<file path="src/rtl/seg_scan_ctrl_if.sv">
// rtl/seg_scan_ctrl_if.sv - load handshake and display scan signal bundle for seg_scan_ctrl
interface seg_scan_ctrl_if #(
    parameter int NUM_DIGITS = 4
);
    localparam int IW = $clog2(NUM_DIGITS);

    logic                    load_valid;
    logic                    load_ready;
    logic [4*NUM_DIGITS-1:0] load_data;
    logic [3:0]              bcd;
    logic [NUM_DIGITS-1:0]   dig_en;
    logic [IW-1:0]           scan_idx;

    modport master (
        output load_valid,
        output load_data,
        input  load_ready,
        input  bcd,
        input  dig_en,
        input  scan_idx
    );

    modport slave (
        input  load_valid,
        input  load_data,
        output load_ready,
        output bcd,
        output dig_en,
        output scan_idx
    );
endinterface

</file>
<file path="src/rtl/seg_scan_ctrl.sv">
// rtl/seg_scan_ctrl.sv - multi-digit 7-segment scan controller with blanking guard; optional SEG_SCAN_LZB_EN leading-zero blanking
module seg_scan_ctrl #(
    parameter int NUM_DIGITS   = 4,
    parameter int CLK_DIV      = 50000,
    parameter int BLANK_CYCLES = 8
) (
    input  logic           clk,
    input  logic           rst_n,
    input  logic           enable,
    seg_scan_ctrl_if.slave bus
);
    localparam int IW = $clog2(NUM_DIGITS);
    localparam int CW = $clog2(CLK_DIV + 1);
    localparam int DW = 4 * NUM_DIGITS;
    localparam logic [CW-1:0] BLANK_LAST = CW'(BLANK_CYCLES - 1);
    localparam logic [CW-1:0] SHOW_LAST  = CW'(CLK_DIV - BLANK_CYCLES - 1);
    localparam logic [IW-1:0] IDX_LAST   = IW'(NUM_DIGITS - 1);

    typedef enum logic [1:0] {IDLE, BLANK, SHOW} state_t;

    state_t                state, state_nxt;
    logic [CW-1:0]         cnt, cnt_nxt;
    logic [IW-1:0]         idx, idx_nxt;
    logic [DW-1:0]         disp, disp_nxt, pend;
    logic                  pend_vld;
    logic                  accept, apply, enter_blank;
    logic [3:0]            bcd_r, bcd_nxt;
    logic [NUM_DIGITS-1:0] dig_en_r, dig_en_nxt;

    // Word as it will be held in disp; with blanking, leading zeros become code F
    function automatic logic [DW-1:0] format_word(input logic [DW-1:0] w);
        logic [DW-1:0] r;
        r = w;
`ifdef SEG_SCAN_LZB_EN
        begin : lzb
            logic lead;
            lead = 1'b1;
            for (int k = NUM_DIGITS - 1; k >= 1; k--) begin
                if (lead && w[4*k +: 4] == 4'h0) r[4*k +: 4] = 4'hF;
                else lead = 1'b0;
            end
        end
`endif
        return r;
    endfunction

    // Slot sequencing, frame-boundary word swap and next output values
    always_comb begin
        state_nxt = state;
        cnt_nxt   = cnt + 1'b1;
        idx_nxt   = idx;
        case (state)
            IDLE: begin
                cnt_nxt = '0;
                idx_nxt = '0;
                if (enable) state_nxt = BLANK;
            end
            BLANK: begin
                if (cnt == BLANK_LAST) begin
                    state_nxt = SHOW;
                    cnt_nxt   = '0;
                end
            end
            SHOW: begin
                if (cnt == SHOW_LAST) begin
                    state_nxt = BLANK;
                    cnt_nxt   = '0;
                    idx_nxt   = (idx == IDX_LAST) ? '0 : idx + 1'b1;
                end
            end
            default: state_nxt = IDLE;
        endcase
        // Dropping enable abandons the slot wherever it is
        if (!enable) begin
            state_nxt = IDLE;
            cnt_nxt   = '0;
            idx_nxt   = '0;
        end

        enter_blank = (state_nxt == BLANK) && (state != BLANK);
        accept      = bus.load_valid && !pend_vld;
        // Swap only at a frame start (or while idle) so a frame never mixes two words
        apply       = pend_vld && ((state == IDLE) || (enter_blank && idx_nxt == '0));
        disp_nxt    = apply ? format_word(pend) : disp;

        dig_en_nxt = '0;
        bcd_nxt    = bcd_r;
        if (state_nxt == IDLE) bcd_nxt = 4'hF;
        else if (enter_blank) bcd_nxt = disp_nxt[4*idx_nxt +: 4];
        else if (state_nxt == SHOW) dig_en_nxt = NUM_DIGITS'(1) << idx_nxt;
    end

    // State, counters, display/pending words and registered outputs
    always_ff @(posedge clk or negedge rst_n) begin
        if (!rst_n) begin
            state    <= IDLE;
            cnt      <= '0;
            idx      <= '0;
            disp     <= '1;
            pend     <= '0;
            pend_vld <= 1'b0;
            bcd_r    <= 4'hF;
            dig_en_r <= '0;
        end else begin
            state    <= state_nxt;
            cnt      <= cnt_nxt;
            idx      <= idx_nxt;
            disp     <= disp_nxt;
            bcd_r    <= bcd_nxt;
            dig_en_r <= dig_en_nxt;
            if (accept) begin
                pend     <= bus.load_data;
                pend_vld <= 1'b1;
            end else if (apply) begin
                pend_vld <= 1'b0;
            end
        end
    end

    assign bus.load_ready = !pend_vld;
    assign bus.bcd        = bcd_r;
    assign bus.dig_en     = dig_en_r;
    assign bus.scan_idx   = idx;
endmodule
</file>
<file path="src/flat_wrapper.sv">
// flat-port wrapper written by rule: the top's interface ports become plain ports
module seg_scan_ctrl_flat 
#(
    parameter int NUM_DIGITS   = 4,
    parameter int CLK_DIV      = 50000,
    parameter int BLANK_CYCLES = 8
)
  (clk, rst_n, enable, bus_load_valid, bus_load_data, bus_load_ready, bus_bcd, bus_dig_en, bus_scan_idx);
  seg_scan_ctrl_if #(.NUM_DIGITS(NUM_DIGITS)) bus_i ();
  input  logic clk;
  input  logic rst_n;
  input  logic enable;
  input wire logic [$bits(bus_i.load_valid)-1:0] bus_load_valid;
  input wire logic [$bits(bus_i.load_data)-1:0] bus_load_data;
  output wire logic [$bits(bus_i.load_ready)-1:0] bus_load_ready;
  output wire logic [$bits(bus_i.bcd)-1:0] bus_bcd;
  output wire logic [$bits(bus_i.dig_en)-1:0] bus_dig_en;
  output wire logic [$bits(bus_i.scan_idx)-1:0] bus_scan_idx;
  assign bus_i.load_valid = bus_load_valid;
  assign bus_i.load_data = bus_load_data;
  assign bus_load_ready = bus_i.load_ready;
  assign bus_bcd = bus_i.bcd;
  assign bus_dig_en = bus_i.dig_en;
  assign bus_scan_idx = bus_i.scan_idx;
  seg_scan_ctrl #(.NUM_DIGITS(NUM_DIGITS), .CLK_DIV(CLK_DIV), .BLANK_CYCLES(BLANK_CYCLES)) u_core (.clk(clk), .rst_n(rst_n), .enable(enable), .bus(bus_i));
endmodule
</file>
<file path="config.mk">
export PLATFORM = sky130hd
export DESIGN_NAME = seg_scan_ctrl_flat
export DESIGN_NICKNAME = d
export VERILOG_FILES = /design/src/rtl/seg_scan_ctrl_if.sv /design/src/rtl/seg_scan_ctrl.sv /design/src/flat_wrapper.sv
export SDC_FILE = /design/constraint.sdc
export NUM_CORES = 1
export LEC_CHECK = 0
export BUFFER_PORTS_ARGS = -buffer_cell sky130_fd_sc_hd__buf_4
export CAP_MARGIN = 40
export CORE_MARGIN = 2
export CORE_UTILIZATION = 50
export CTS_BUF_LIST = sky130_fd_sc_hd__clkbuf_4 sky130_fd_sc_hd__clkbuf_8
export DETAILED_ROUTE_END_ITERATION = 12
export PLACE_DENSITY = 0.7
export REMOVE_ABC_BUFFERS = 1
export SYNTH_ARGS = -nofsm -noshare
export SYNTH_HDL_FRONTEND = slang
export SYNTH_SLANG_ARGS = --single-unit
</file>
<file path="constraint.sdc">
create_clock -name clk -period 5.4 [get_ports clk]
set_clock_uncertainty 0.05 [all_clocks]
set_input_delay 1.62 -clock clk [delete_from_list [all_inputs] [get_ports clk]]
set_output_delay 1.62 -clock clk [all_outputs]
set_load 0.02 [all_outputs]
</file>
[Word-level counts from Yosys, hierarchy flattened]
Index checks and enable logic that the tools add are counted.
Cells by class
  $add $sub $neg: 2
  equal/unequal tests: 8
  shift operators: 2
  mux-type cells: 20
  reductions and logical operators: 11
Operators with widths (number)
  two-way mux 16 bit: 4
  case mux 16 bit (3 select lines): 1
  two-way mux 4 bit: 5
  adder 16 x 1 -> 16 bit (second input constant): 1
  equality test 16 bit (second input constant): 1
  equality test 16 x 3 -> 1 bit (second input constant): 1
  indexed part select 16 x 5 -> 4 bit: 1
  two-way mux 2 bit: 6
  equality test 2 bit (second input constant): 3
  logical NOT 2 bit: 3
  case mux 2 bit (3 select lines): 1
  equality test 2 x 1 -> 1 bit (second input constant): 2
  logical AND 1 bit: 4
  case mux 2 bit (2 select lines): 1
  nonzero test 2 bit: 2
  << shifter 1 x 2 -> 4 bit (first input constant): 1
  adder 2 x 1 -> 2 bit (second input constant): 1
  two-way mux 1 bit: 2
  inequality test 2 x 1 -> 1 bit (second input constant): 1
  logical NOT 1 bit: 1
  logical OR 1 bit: 1
Storage, ports and cells
  flip-flop bits (word level): 61
  input bits: 20
  logic and storage cells: 51

[Logic depth before layout (Yosys ltp)]
  depth in word-level cells: 13
  mapped depth: 8

[Least setup slack after synthesis]
Ideal clock, no wire load.
  path type: input -> register
  start point: input port bus_load_valid
  end point: register u_core.pend[10]
  arrival: 2.714 ns
  data required time: 5.225 ns
  slack: 2.511 ns
  stages: 4
  path buffers: 2
  path through: nor2b_1 -> clkbuf_1 -> clkbuf_1 -> mux2_2
On the way
  cells in the longest elaborated chain, start to end: 1
Ends and longest elaborated chain
  start: declaration: RTL line flat_wrapper.sv:13  | input wire logic [$bits(bus_i.load_valid)-1:0] bus_load_valid;
  logical AND 1 bit: RTL line seg_scan_ctrl.sv:81  | accept = bus.load_valid && !pend_vld;
  end signal: assignment: RTL line seg_scan_ctrl.sv:112  | pend <= bus.load_data;
  end: declaration: RTL line seg_scan_ctrl.sv:24  | logic [DW-1:0] disp, disp_nxt, pend;
Every way passes these cells.
A chain may end at the register's enable or synchronous reset.

[Worst setup path in the final report]
  start point: input port enable
  end point: register u_core.bcd_r[1], in the netlist u_core.bus.bcd[1]
On the way
  cells in the longest elaborated chain, start to end: 10
  elaborated cells on any way between the ends: 14
  those cells by class: eq/ne (1); shift (1); mux (5); reduce/logical (7)
Ends and longest elaborated chain
  start: declaration: RTL line flat_wrapper.sv:12  | input logic enable;
  two-way mux 2 bit: RTL line seg_scan_ctrl.sv:74  | if (!enable) begin
  equality test 2 x 1 -> 1 bit: RTL line seg_scan_ctrl.sv:80  | enter_blank = (state_nxt == BLANK) && (state != BLANK);
  logical AND 1 bit: RTL line seg_scan_ctrl.sv:80
  logical AND 1 bit: RTL line seg_scan_ctrl.sv:83  | apply = pend_vld && ((state == IDLE) || (enter_blank && idx_nxt == '0));
  logical OR 1 bit: RTL line seg_scan_ctrl.sv:83
  logical AND 1 bit: RTL line seg_scan_ctrl.sv:83
  two-way mux 16 bit: RTL line seg_scan_ctrl.sv:84  | disp_nxt = apply ? format_word(pend) : disp;
  indexed part select 16 x 5 -> 4 bit: RTL line seg_scan_ctrl.sv:89  | else if (enter_blank) bcd_nxt = disp_nxt[4*idx_nxt +: 4];
  two-way mux 4 bit: RTL line seg_scan_ctrl.sv:89
  two-way mux 4 bit: RTL line seg_scan_ctrl.sv:88  | if (state_nxt == IDLE) bcd_nxt = 4'hF;
  end signal: assignment: RTL line seg_scan_ctrl.sv:109  | bcd_r <= bcd_nxt;
  end: declaration: RTL line seg_scan_ctrl.sv:27  | logic [3:0] bcd_r, bcd_nxt;
Parallel ways exist; a longest one is shown, timed or not. The select of a mux whose other input is x is not followed.

==> flow_metrics.env <==
export IMPL_rsz0062_at_grt="false"
export IMPL_grt_overflow=0
export IMPL_synth_distinct_cells=55
export IMPL_clock_latency_ns=0.34
export IMPL_drive_above_1_share=0.319
export IMPL_cp_depth=6
export IMPL_routed_wirelength_um=5550
export IMPL_cts_htree_levels=3
export IMPL_crit_fanout=16
export IMPL_drc_errors=0
export IMPL_cts_tree="done"
export IMPL_grt_max_degree=62
export IMPL_path_cells="buf_4 > nand4b_1 > o21ai_1 > nand2_1 > and4_1 > a211oi_1"
export IMPL_min_from="u_core.disp[12]"
export IMPL_setup_viol=0
export IMPL_yosysWarningCount=0
export IMPL_post_route_util=0.620
export IMPL_leakagePower_nw=1.54
export IMPL_ctsHoldBuffers=0
export IMPL_cts_resized=0
export IMPL_ys_seq_area_frac=0.529
export IMPL_antenna_cells=0
export IMPL_ys_flop_type="dfrtp_1"
export IMPL_cts_buffers=9
export IMPL_drt_iter0_drc=128
export IMPL_path_clk_slew_ns=0.07
export IMPL_firstDrtPassIters=4
export IMPL_ys_seq_elements=61
export IMPL_wl_per_cell_um=14.8
export IMPL_antenna_found_initial=0
export IMPL_nFillCells=468
export IMPL_ios=31
export IMPL_finalHoldViolCount=0
export IMPL_multi_input_area_um2=1310
export IMPL_maxCapViolCount=0
export IMPL_portBuffers=30
export IMPL_worstSetupPathType="in2reg"
export IMPL_async_reset_ff_frac=1.00
export IMPL_die_w_um=80.6
export IMPL_grt_pass1_wl_um=9770
export IMPL_final_nets=321
export IMPL_grt_pass1_vias=2096
export IMPL_synth_cells=267
export IMPL_area_delta_synth_final_pct=18.0
export IMPL_cp_slowest_cell="o21ai_1"
export IMPL_cts_sinks=61
export IMPL_coreArea_um2=5570
export IMPL_stdcell_count=376
export IMPL_cp_arrival_ns=3.14
export IMPL_max_stage_delay_ns=0.63
export IMPL_whs_path_depth=2
export IMPL_peakVddDrop_mv=0.302
export IMPL_die_area_um2=6490
export IMPL_avgSynthCellArea_um2=11.0
export IMPL_max_freq_mhz=341
export IMPL_fin_setup_tns_ns=0
export IMPL_end_kind="flop"
export IMPL_rows=27
export IMPL_vias_per_cell=5.43
export IMPL_start_kind="input pin"
export IMPL_grt_usage=0.201
export IMPL_postRouteAntennaNets=0
export IMPL_r2r_start="u_core.bus.scan_idx[0]"
export IMPL_run_status="complete, no violations"
export IMPL_reg2reg_depth=7
export IMPL_slew_violations=0
export IMPL_min_period_over_period=0.543
export IMPL_critPathTopFamily="compound AO/OA/AOI/OAI gates"
export IMPL_postCtsSetupBuffers=0
export IMPL_cts_root_buf="clkbuf_8"
export IMPL_dp_cells=360
export IMPL_fin_crit_ns=2.93
export IMPL_power_density_nw_per_um2=371
export IMPL_die_h_um=80.6
export IMPL_hold_class="reg2reg"
export IMPL_dp_hpwl_um=3810
export IMPL_start_util=0.526
export IMPL_startpoint="enable"
export IMPL_relSlewSlack=0.510
export IMPL_cp_required_ns=5.60
export IMPL_gp_congestion=0.774
export IMPL_path_buf_inv=1
export IMPL_ff_latch_area_um2=1550
export IMPL_worst_slew_pin_slew_ns=0.730
export IMPL_vias=2041
export IMPL_clock_path_buffers=2
export IMPL_syn_area_um2=2930
export IMPL_synth_edff_count=0
-- synthesized netlist by cell type (all sizes together) (6+ instances only) --
master   n  area share
inv      7      0.0090
o21ai    7       0.012
nand3   13       0.022
nand2   40       0.051
clkbuf   6      0.0077
xnor2    7       0.021
nor2    24       0.031
xor2     7       0.021
and3     8       0.017
dfstp   20        0.18
a211oi   7       0.024
mux2    18       0.073
dfrtp   41        0.35
o211ai   6       0.017
-- worst register-to-register path, stage by stage (launching register included) --
cell and delay [ns]:
dfrtp_1 0.49, ha_1 0.38, o21ba_2 0.25, nand4b_1 0.19, o21ai_1 0.63, nand2_1 0.16
and4_1 0.19, a211oi_1 0.18
-- cell usage in the layout, fill, tap and decap left out, types with 6 or more instances in the layout --
cell      count
inv_1         6
nand2_1      40
nor2_1       24
buf_4        31
xnor2_1       7
dfstp_2      20
nand3_1      13
clkbuf_8     10
and3_1        7
mux2_2       15
dfrtp_1      41
xor2_1        7
-- per-stage QoR --
stage / worst slack [ns] / hold WS [ns] / power [W] / instance area [µm²]
5_1_grt: 2.24 / 0.428 / 0.00135 / 3460
6_report: 2.47 / 0.411 / 0.00128 / 3460
2_1_floorplan: 2.42 / 0.386 / 0.000722 / 2880
3_3_place_gp: 2.19 / 0.396 / 0.000780 / 3210
3_5_place_dp: 2.12 / 0.400 / 0.000787 / 3210
4_1_cts: 2.47 / 0.412 / 0.00130 / 3460
-- registers in the layout, indices dropped and copies added (netlist names) --
name and cells:
u_core.bus.bcd 4, u_core.pend_vld 1, u_core.state 2, u_core.disp 16
u_core.cnt 16, u_core.pend 16, u_core.bus.scan_idx 2, u_core.bus.dig_en 4
-- cell families (layout without fill, tap and decap cells) --
group | after synthesis | count (layout) | synth area share
adders and majority gates | 2 | 2 | 0.00853
muxes | 23 | 23 | 0.0901
buffers and inverters | 17 | 54 | 0.0256
xor gates and xnor gates | 14 | 14 | 0.0418
and+or+nand+nor | 115 | 115 | 0.205
AOI/OAI and AO/OA | 35 | 35 | 0.0995
DFF | 61 | 61 | 0.529
-- layer usage --
metal  global-route usage  part of all wire  up-vias
met4               0.0610             0.014        0
li1                     -                 -     1000
met2                0.338              0.50       39
met1                0.244              0.44      995
met3               0.0719             0.043        7
met5                    0                 0        -
-- final timing paths --
| path | end | slack [ns] |
|---|---|---|
| max | u_core.bus.bcd[1] | 2.47 |
| min | u_core.disp[12] | 0.41 |
| max reg2reg | u_core.bus.bcd[1] | 2.79 |
| min reg2reg | u_core.disp[12] | 0.41 |
| max in group asynchronous | u_core.state[1] | 3.53 |
| min in group asynchronous | u_core.pend[4] | 1.29 |
-- layout make-up --
type                            count  area share
Sequential cell                    61       0.449
Multi-Input combinational cell    189       0.377
Timing Repair Buffer               31      0.0673
Clock buffer                       11      0.0420
Clock inverter                      5      0.0311
Tap cell                           72      0.0260
Inverter                            7     0.00760
-- report_power, final --
group | internal (W) | switching (W)
registers | 0.000568 | 0.0000393
clock network | 0.000326 | 0.000180
logic | 0.0000860 | 0.0000840
total | 0.000980 | 0.000303
Note: power is estimated with default switching activity, not from simulation.
